[config.mk]
export PLATFORM = sky130hd
export DESIGN_NAME = muldiv_seq_flat
export DESIGN_NICKNAME = d
export VERILOG_FILES = /design/src/rtl/muldiv_seq_if.sv /design/src/rtl/muldiv_seq.sv /design/src/flat_wrapper.sv
export SDC_FILE = /design/constraint.sdc
export NUM_CORES = 1
export LEC_CHECK = 0
export ABC_CLOCK_PERIOD_IN_PS = 5700
export CORE_MARGIN = 3
export CORE_UTILIZATION = 55
export DETAILED_ROUTE_END_ITERATION = 6
export MAX_ROUTING_LAYER = met4
export PLACE_DENSITY = 0.8
export SYNTH_ARGS = -nofsm -noshare
export SYNTH_HDL_FRONTEND = slang
export SYNTH_SLANG_ARGS = --single-unit
[constraint.sdc]
create_clock -name clk -period 5.7 [get_ports clk]
set_input_delay 1.14 -clock clk [delete_from_list [all_inputs] [get_ports clk]]
set_output_delay 1.14 -clock clk [all_outputs]
set_load 0.03 [all_outputs]
[src/rtl/muldiv_seq_if.sv]
// muldiv_seq_if -- request/read/result bundle of the sequential multiply/divide unit.
//   start, op, rs, rt : operation request strobe, opcode and operands (master -> slave)
//   rd_req, rd_sel    : MFHI/MFLO read request, 0 = LO, 1 = HI      (master -> slave)
//   busy              : multiply/divide in progress                  (slave -> master)
//   rd_valid, rd_data : registered read response                     (slave -> master)
//   hi, lo            : architectural HI/LO registers                (slave -> master)
interface muldiv_seq_if;
  logic        start;
  logic [2:0]  op;
  logic [31:0] rs;
  logic [31:0] rt;
  logic        rd_req;
  logic        rd_sel;
  logic        busy;
  logic        rd_valid;
  logic [31:0] rd_data;
  logic [31:0] hi;
  logic [31:0] lo;

  modport master (
    output start, op, rs, rt, rd_req, rd_sel,
    input  busy, rd_valid, rd_data, hi, lo
  );

  modport slave (
    input  start, op, rs, rt, rd_req, rd_sel,
    output busy, rd_valid, rd_data, hi, lo
  );
endinterface

[src/rtl/muldiv_seq.sv]
// muldiv_seq -- sequential MIPS-style HI/LO multiply/divide unit.
// Radix-2 shift-add multiply and restoring divide on operand magnitudes,
// one bit per cycle over 32 RUN cycles, followed by one FIX cycle that
// applies signs and writes HI/LO. MTHI/MTLO complete in one idle cycle.
// Ports:
//   clk   : clock
//   reset : synchronous active-high reset (aborts any operation in flight)
//   bus   : muldiv_seq_if slave (request, read port, busy, HI/LO outputs)
module muldiv_seq (
  input  logic         clk,
  input  logic         reset,
  muldiv_seq_if.slave  bus
);

  typedef enum logic [1:0] {S_IDLE, S_RUN, S_FIX} state_t;

  state_t      r_state;
  state_t      w_state_next;
  logic        w_busy;

  logic [4:0]  r_cnt;
  logic [63:0] r_acc;      // mult: {partial product, multiplier}; div: {remainder, dividend/quotient}
  logic [31:0] r_opb;      // multiplicand or divisor magnitude
  logic        r_is_div;
  logic        r_neg_q;    // negate product / quotient in FIX
  logic        r_neg_r;    // negate remainder in FIX
  logic        r_div0;
  logic [31:0] r_rs;       // original dividend, returned as HI on divide by zero
  logic [31:0] r_hi;
  logic [31:0] r_lo;
  logic [31:0] r_rd_data;
  logic        r_rd_valid;

  logic        w_idle;
  logic        w_accept;
  logic        w_signed;
  logic [31:0] w_mag_a;
  logic [31:0] w_mag_b;
  logic [32:0] w_mul_sum;
  logic [63:0] w_mul_step;
  logic [32:0] w_div_sh;
  logic [32:0] w_div_diff;
  logic [63:0] w_div_step;
  logic [31:0] w_res_hi;
  logic [31:0] w_res_lo;

  assign w_idle   = (r_state == S_IDLE);
  // op 000..011 are the multi-cycle ops; bit 0 clear means signed
  assign w_accept = w_idle && bus.start && !bus.op[2];
  assign w_signed = !bus.op[0];
  assign w_mag_a  = (w_signed && bus.rs[31]) ? (~bus.rs + 32'd1) : bus.rs;
  assign w_mag_b  = (w_signed && bus.rt[31]) ? (~bus.rt + 32'd1) : bus.rt;

  // One shift-add step: conditionally add multiplicand into the upper half,
  // then shift the whole 65-bit result right by one.
  assign w_mul_sum  = {1'b0, r_acc[63:32]} + (r_acc[0] ? {1'b0, r_opb} : 33'd0);
  assign w_mul_step = {w_mul_sum, r_acc[31:1]};

  // One restoring step: shift next dividend bit into the remainder, trial
  // subtract, keep the difference only when it did not borrow.
  assign w_div_sh   = {r_acc[63:32], r_acc[31]};
  assign w_div_diff = w_div_sh - {1'b0, r_opb};
  assign w_div_step = {(w_div_diff[32] ? w_div_sh[31:0] : w_div_diff[31:0]),
                       r_acc[30:0], ~w_div_diff[32]};

  // Sign fix-up of the magnitude result, evaluated during FIX.
  always_comb begin
    w_res_hi = r_acc[63:32];
    w_res_lo = r_acc[31:0];
    if (!r_is_div) begin
      if (r_neg_q) begin
        {w_res_hi, w_res_lo} = ~r_acc + 64'd1;
      end
    end else if (r_div0) begin
      w_res_hi = r_rs;
      w_res_lo = 32'hFFFF_FFFF;
    end else begin
      if (r_neg_q) begin
        w_res_lo = ~r_acc[31:0] + 32'd1;
      end
      if (r_neg_r) begin
        w_res_hi = ~r_acc[63:32] + 32'd1;
      end
    end
  end

  // FSM: state register
  always_ff @(posedge clk) begin
    if (reset) begin
      r_state <= S_IDLE;
    end else begin
      r_state <= w_state_next;
    end
  end

  // FSM: next state
  always_comb begin
    w_state_next = r_state;
    case (r_state)
      S_IDLE:  if (w_accept) w_state_next = S_RUN;
      S_RUN:   if (r_cnt == 5'd31) w_state_next = S_FIX;
      S_FIX:   w_state_next = S_IDLE;
      default: w_state_next = S_IDLE;
    endcase
  end

  // FSM: outputs
  always_comb begin
    w_busy = (r_state != S_IDLE);
  end

  // Datapath, HI/LO and read port
  always_ff @(posedge clk) begin
    if (reset) begin
      r_cnt      <= 5'd0;
      r_acc      <= 64'd0;
      r_opb      <= 32'd0;
      r_is_div   <= 1'b0;
      r_neg_q    <= 1'b0;
      r_neg_r    <= 1'b0;
      r_div0     <= 1'b0;
      r_rs       <= 32'd0;
      r_hi       <= 32'd0;
      r_lo       <= 32'd0;
      r_rd_data  <= 32'd0;
      r_rd_valid <= 1'b0;
    end else begin
      // Reads sample HI/LO before any update made in the same cycle.
      if (bus.rd_req && w_idle) begin
        r_rd_data  <= bus.rd_sel ? r_hi : r_lo;
        r_rd_valid <= 1'b1;
      end else begin
        r_rd_valid <= 1'b0;
      end

      case (r_state)
        S_IDLE: begin
          if (w_accept) begin
            r_acc    <= {32'd0, w_mag_a};
            r_opb    <= w_mag_b;
            r_is_div <= bus.op[1];
            r_neg_q  <= w_signed && (bus.rs[31] ^ bus.rt[31]);
            r_neg_r  <= w_signed && bus.rs[31];
            r_div0   <= (bus.rt == 32'd0);
            r_rs     <= bus.rs;
            r_cnt    <= 5'd0;
          end else if (bus.start && bus.op == 3'b100) begin
            r_hi <= bus.rs;
          end else if (bus.start && bus.op == 3'b101) begin
            r_lo <= bus.rs;
          end
        end
        S_RUN: begin
          r_acc <= r_is_div ? w_div_step : w_mul_step;
          r_cnt <= r_cnt + 5'd1;
        end
        S_FIX: begin
          r_hi <= w_res_hi;
          r_lo <= w_res_lo;
        end
        default: begin
          r_cnt <= 5'd0;
        end
      endcase
    end
  end

  assign bus.busy     = w_busy;
  assign bus.hi       = r_hi;
  assign bus.lo       = r_lo;
  assign bus.rd_data  = r_rd_data;
  assign bus.rd_valid = r_rd_valid;

endmodule

[src/flat_wrapper.sv]
// flat-port wrapper written by rule: the top's interface ports become plain ports
module muldiv_seq_flat 
  (clk, reset, bus_start, bus_op, bus_rs, bus_rt, bus_rd_req, bus_rd_sel, bus_busy, bus_rd_valid, bus_rd_data, bus_hi, bus_lo);
  muldiv_seq_if bus_i ();
  input  logic clk;
  input  logic reset;
  input wire logic [$bits(bus_i.start)-1:0] bus_start;
  input wire logic [$bits(bus_i.op)-1:0] bus_op;
  input wire logic [$bits(bus_i.rs)-1:0] bus_rs;
  input wire logic [$bits(bus_i.rt)-1:0] bus_rt;
  input wire logic [$bits(bus_i.rd_req)-1:0] bus_rd_req;
  input wire logic [$bits(bus_i.rd_sel)-1:0] bus_rd_sel;
  output wire logic [$bits(bus_i.busy)-1:0] bus_busy;
  output wire logic [$bits(bus_i.rd_valid)-1:0] bus_rd_valid;
  output wire logic [$bits(bus_i.rd_data)-1:0] bus_rd_data;
  output wire logic [$bits(bus_i.hi)-1:0] bus_hi;
  output wire logic [$bits(bus_i.lo)-1:0] bus_lo;
  assign bus_i.start = bus_start;
  assign bus_i.op = bus_op;
  assign bus_i.rs = bus_rs;
  assign bus_i.rt = bus_rt;
  assign bus_i.rd_req = bus_rd_req;
  assign bus_i.rd_sel = bus_rd_sel;
  assign bus_busy = bus_i.busy;
  assign bus_rd_valid = bus_i.rd_valid;
  assign bus_rd_data = bus_i.rd_data;
  assign bus_hi = bus_i.hi;
  assign bus_lo = bus_i.lo;
  muldiv_seq u_core (.clk(clk), .reset(reset), .bus(bus_i));
endmodule
==> flow_summary.yaml <==
routing:
  vias: 17932
  dr_wl_met2_um: 26880
  antenna_left: 0
  drt_pass1_iterations: 6
  maxUsedRoutingLayer: "met4"
  wl_met1_um: 23700
  drt_wl_total_um: 58990
  viasPerCell: 6.530
  wl_per_cell_um: 21.48
  wl_met3_um: 5339
  drt_iter0_markers: 1871
  drc: 0
timing:
  whs_ns: 0.4573
  fin_ws_ns: 1.502
  slew_headroom_pct: 17.26
  fin_tns_setup_ns: 0
  slew_viol_final: 0
  rsz0062_at_grt: "no"
  clock_skew_ns: 0.01065
  setup_viol: 0
  period_needed_ns: 4.198
  timing.final.crit_share_pct: 73.64
  worst_slew_pin_slew_ns: 1.239
  finalHoldViolCount: 0
  fmax_mhz: 238.2
power_and_ir_drop:
  pwr-share-seq_pct: 39.3
  p_leak_nw: 7.478
  p_per_area_nw_per_um2: 233.0
  clockPowerShare_pct: 37.7
  p_comb_share_pct: 23.1
  p_int_mw: 3.177
  total_power_mw: 4.679
  switchingPower_mw: 1.502
  vdd_ir_drop_max_v: 0.0002295
  p_sw_share_pct: 32.10
synthesis:
  synth_nets: 2445
  synth-edff-count: 0
  synth_top_area_cell: "dfxtp_1"
  avgSynthCellArea_um2: 7.622
  yosysMostFrequentCell: "nor2_1"
  synth.top_cells.by_area: "dfxtp_1 (27%), a211oi_1 (6.2%), xnor2_1 (5.9%)"
  async_reset_ff_share_pct: 0
  ys_ff_latch: 236
  yosysSeqAreaShare_pct: 26.94
  synthesis.instances: 2301
  synthTopCellsByCount: "nor2_1 (248), dfxtp_1 (236), nand2_1 (228)"
  yosysWarnings: 0
  yosysUniqueCellTypes: 86
  yosysTopAreaCellShare_pct: 26.94
  synth_ff_type: "dfxtp_1"
  syn_area_um2: 17540
finish:
  multi_input_area_um2: 11830
  nFillCells: 2734
  nets: 2473
  fin_util_pct: 64.80
  instances_no_fill: 2746
  final_area_um2: 20080
  drive_gt1_share_pct: 4.727
  syn_to_final_growth_pct: 14.49
  regArea_um2: 4730
flow_run:
  max_cap_violations: 0
min_path:
  holdPathEnd: "u_core.r_rs[4]"
  min_path_type: "flop to flop"
  min_path_cells: 2
  hold_path_startpoint: "u_core.r_rs[4]"
setup_path:
  r2r-end: "u_core.r_acc[57]"
  cp-start-kind: "flop"
  worstPathCellList: "buf_4 -> inv_1 -> ha_1 -> fa_1 -> nor2b_1 -> o31a_1 -> o211ai_1 -> a211oi_1 -> nor3_1 -> or3_1 -> o311ai_0 -> a21oi_1 -> o21ba_2"
  critical_path_buf_inv_count: 2
  worst-r2r-cell-count: 13
  r2r_start: "u_core.r_acc[31]"
  critical_path_peak_fanout: 12
  critical_path_class: "flop to flop"
  r2r_setup_slack_ns: 1.50
  crit_family: "compound AO/OA/AOI/OAI gates"
  max_stage_delay_ns: 0.68
  cpMaxStageDelayCell: "or3_1"
  crit_path_end_kind: "flop"
  arrival_ns: 4.63
  crit_required_ns: 6.13
clocking:
  postCtsHoldBufs: 0
  clock_latency_ns: 0.54
  cts_sinks: 236
  post_cts_buffers: 0
  cts_inserted_buffers: 27
  post_cts_resize_count: 0
  clk_path_buf_depth: 3
  cts_root_buf: "clkbuf_16"
  cts_tree: "built"
  clk_pin_slew_ns: 0.07
  htreeDepth: 1
die:
  die_h_um: 184.6
  die_w_um: 184.6
  initial_core_util_pct: 56.60
  die-area_um2: 34070
  io_pins: 170
  num_rows: 64
  coreArea_um2: 30990
place:
  dp_slack_ns: 1.185
  placedCellCount: 2696
  io_buffers: 169
  hpwl_um: 42830
  placed_area_um2: 19190
  gp_congestion: 0.9792
global_route:
  grt_max_degree: 215
  grt.total_usage_pct: 34.60
  grt_pass1_vias: 16926
  grt_overflow_total: 0
  grt_pass1_wl_um: 92870
  antenna_found_initial: 1
outcome:
  outcome: "finished, final reports clean"
==> cell type report <==
cell class                 instances  share of cell area, %
clock inverter                    16                 0.8786
tap                              396                  2.467
multi-input combinational       1806                  58.90
inverter                          67                  1.252
sequential                       236                  23.55
timing repair buffer             191                  9.415
clock buffer                      32                  3.508
antenna                            2                0.02492
==> worst max path at each step <==
stage	from	to	slack [ns]	cells after the start
2_1_floorplan	bus_rs[19]	u_core.r_acc[30]	2.30	10
3_3_place_gp	bus_rs[1]	u_core.r_acc[30]	1.30	11
3_5_place_dp	bus_rs[1]	u_core.r_acc[30]	1.18	11
4_1_cts	u_core.r_acc[31]	u_core.r_acc[57]	1.56	13
5_1_grt	u_core.r_acc[0]	u_core.r_acc[62]	1.15	13
6_report	u_core.r_acc[31]	u_core.r_acc[57]	1.50	13
==> tightest hold or removal path, delay by kind of cell (launching register included) <==
family	cells	cell delay, ns
flip-flops	1	0.31
AND/OR/NAND/NOR	1	0.05
AO/OA/AOI/OAI	1	0.05
==> layer usage <==
layer / vias to the layer above / GRT usage, %
met5: - / -
met4: 0 / 16.75
met3: 193 / 5.585
met2: 907 / 55.33
met1: 8402 / 42.62
li1: 8430 / -
==> placed cells by master, fill, tap and decap left out, types with 12 or more instances in the layout <==
cell type        instances
nor2_1                 247
o211ai_1                30
a31oi_1                 15
o21ai_0                116
a211oi_1               144
clkdlybuf4s50_1        167
ha_1                    70
nor2b_1                 14
nand2_1                228
a22oi_1                 19
dfxtp_1                234
nor4_1                  15
a21oi_1                194
a311oi_1                14
xnor2_1                119
o21a_1                  12
o41ai_1                 18
nand2b_1                12
or3_1                   22
nor3_1                  37
o31ai_1                 26
clkbuf_16               27
xor2_1                  69
or4_1                   14
and3_1                  23
nand3_1                 34
buf_4                   19
or2_2                   12
inv_1                   65
a21o_1                  33
o221ai_1                30
mux2i_1                100
==> cells by family (layout without fill, tap and decap cells) <==
logic type / after synthesis / count (layout) / synth area share (%)
AOI/OAI and AO/OA: 724 / 724 / 27.56
and+or+nand+nor: 721 / 721 / 19.33
buffers and inverters: 259 / 306 / 5.800
DFF: 236 / 236 / 26.94
xor gates and xnor gates: 188 / 188 / 9.388
muxes: 101 / 101 / 5.771
adders and majority gates: 72 / 72 / 5.222
other: 0 / 2 / 0
==> power by group through the flow <==
stage / clock, mW / sequential [mW] / combinational [mW]
global route: 1.85 / 1.85 / 1.17
global placement: 0 / 1.86 / 1.04
detailed placement: 0 / 1.87 / 1.06
floorplan: 0 / 1.87 / 0.716
CTS: 1.78 / 1.83 / 1.06
finish: 1.76 / 1.84 / 1.08
==> sequential cells by signal, indices dropped and copies added (netlist names) <==
name and flops:
u_core.r_neg_q 1, u_core.r_opb 32, u_core.r_state 2, u_core.r_cnt 5, u_core.bus.rd_valid 1, u_core.bus.lo 32, u_core.r_neg_r 1, u_core.bus.hi 32
u_core.r_acc 64, u_core.r_div0 1, u_core.bus.rd_data 32, u_core.r_rs 32, u_core.r_is_div 1
(Power assumes the default switching activity.)
==> variant, RTL diff (config.mk and constraints unchanged) <==
Make the reset (`reset`) asynchronous in 2 clocked blocks. Comments in the files are not updated.
--- a/src/rtl/muldiv_seq.sv
+++ b/src/rtl/muldiv_seq.sv
@@ -87,3 +87,3 @@
   // FSM: state register
-  always_ff @(posedge clk) begin
+  always_ff @(posedge clk or posedge reset) begin
     if (reset) begin
@@ -112,3 +112,3 @@
   // Datapath, HI/LO and read port
-  always_ff @(posedge clk) begin
+  always_ff @(posedge clk or posedge reset) begin
     if (reset) begin
Function: differs if reset is asserted again (counterexample within 4 cycles, from zero or initial values and one cycle with reset high); with reset held inactive, the same outputs for 4 cycles.
==> variant against the original RTL <==
Setup slack improved by 220 ps; wire length fell by 7.5%; first-iteration DRC count fell by 18%; clock skew rose by 11 ps; area after synthesis rose by 1.0%; design area rose by 1.6%; sequential cell count did not move; via count fell by 5.5%.
Power is not compared: it rests on default switching activity, and its combinational part moved more than twofold at a synthesized area within 25%.
==> variant: results (changes against the original RTL) <==
FINISH
----------------------------------------------------------------------------------
Share of final-layout standard cells stronger than drive strength 1 .       4.310%   -0.42 points
Buffer share of cell area ...........................................       9.406%   about the same
Non-Clock Inverter Count ............................................           68   +1.5%
Multi-input combinational area share ................................       53.88%   -5.0 points
Number of diodes ....................................................            0   -2
Footprint of the flip-flops and latches .............................    5908 um^2   +25%

DETAILED ROUTING
----------------------------------------------------------------------------------
Via Count ...........................................................        16951   -5.5%
Met1 routed wirelength after detailed routing .......................     23.33 mm   -1.6%

WORST SETUP PATH
----------------------------------------------------------------------------------
Reg-to-reg critical path startpoint ................................. u_core.r_acc[31]
Number of cells on the worst reg-to-reg path ........................           14   +1
Critical Path Sink .................................................. u_core.r_acc[35]

CLOCK NETWORK
----------------------------------------------------------------------------------
Clock network latency to the later pin of the worst-skew pair .......       560 ps   +20 ps

RUN STATUS
----------------------------------------------------------------------------------
Status .............................................................. complete, no violations

GLOBAL ROUTE
----------------------------------------------------------------------------------
Overall global routing resource usage ...............................       32.17%   -2.4 points
Global-route wire length before repair ..............................     86.78 mm   -6.6%
Antenna violations before repair ....................................            0   -1

LOGIC SYNTHESIS
----------------------------------------------------------------------------------
Count of distinct cell types in the synthesized netlist .............           75   -13%
Top post-synthesis cells by area .................................... sky130_fd_sc_hd__dfrtp_1 (33%), sky130_fd_sc_hd__nand2_1 (7.1%), sky130_fd_sc_hd__mux2i_1 (6.4%)
Ys flop type ........................................................ sky130_fd_sc_hd__dfrtp_1
Post-synthesis async set-or-reset flop share ........................       100.0%   +100 points
Share of the yosys chip area belonging to registers .................       33.33%   +6.4 points

PLACE
----------------------------------------------------------------------------------
Placed Cells incl. Taps .............................................         2650   -1.7%
Dpl hpwl ............................................................     39.52 mm   -7.7%
Worst-case setup slack after placement ..............................      1303 ps   +118.1 ps

TIMING
----------------------------------------------------------------------------------
Slew of the pin with the lowest slew margin .........................      1227 ps   -11.33 ps
Hold slack ..........................................................     477.7 ps   +20.48 ps
Post-Route Skew .....................................................     21.91 ps   +11.26 ps

MIN PATH
----------------------------------------------------------------------------------
Source of the worst hold timing path ................................ u_core.r_opb[15]

FLOORPLANNING
----------------------------------------------------------------------------------
Num rows ............................................................           65   +1.6%

==> variant: cell types whose count changed in the layout (fill, tap and decap cells not counted), moves of 14 or more <==
cell,before,now
sky130_fd_sc_hd__dfxtp_1,234,0
sky130_fd_sc_hd__dfrtp_1,0,234
sky130_fd_sc_hd__and3_1,23,9
sky130_fd_sc_hd__a21oi_1,194,175
sky130_fd_sc_hd__a211oi_1,144,14
sky130_fd_sc_hd__o221ai_1,30,9
sky130_fd_sc_hd__o22ai_1,2,38
sky130_fd_sc_hd__nor2_1,247,158
sky130_fd_sc_hd__o21ai_0,116,223
sky130_fd_sc_hd__nand2_1,228,336
==> variant: cell families (layout without fill, tap and decap cells) <==
logic type               after synthesis  in the layout  synth area share [%]
AND/OR/NAND/NOR                      702            702                 17.85
AO/OA/AOI/OAI                        688            688                 23.74
flip-flops                           236            236                 33.33
buffers and inverters                228            312                 4.901
XOR/XNOR                             173            173                 8.552
multiplexers                         114            114                 6.448
adder cells (fa/ha/maj)               72             72                 5.170
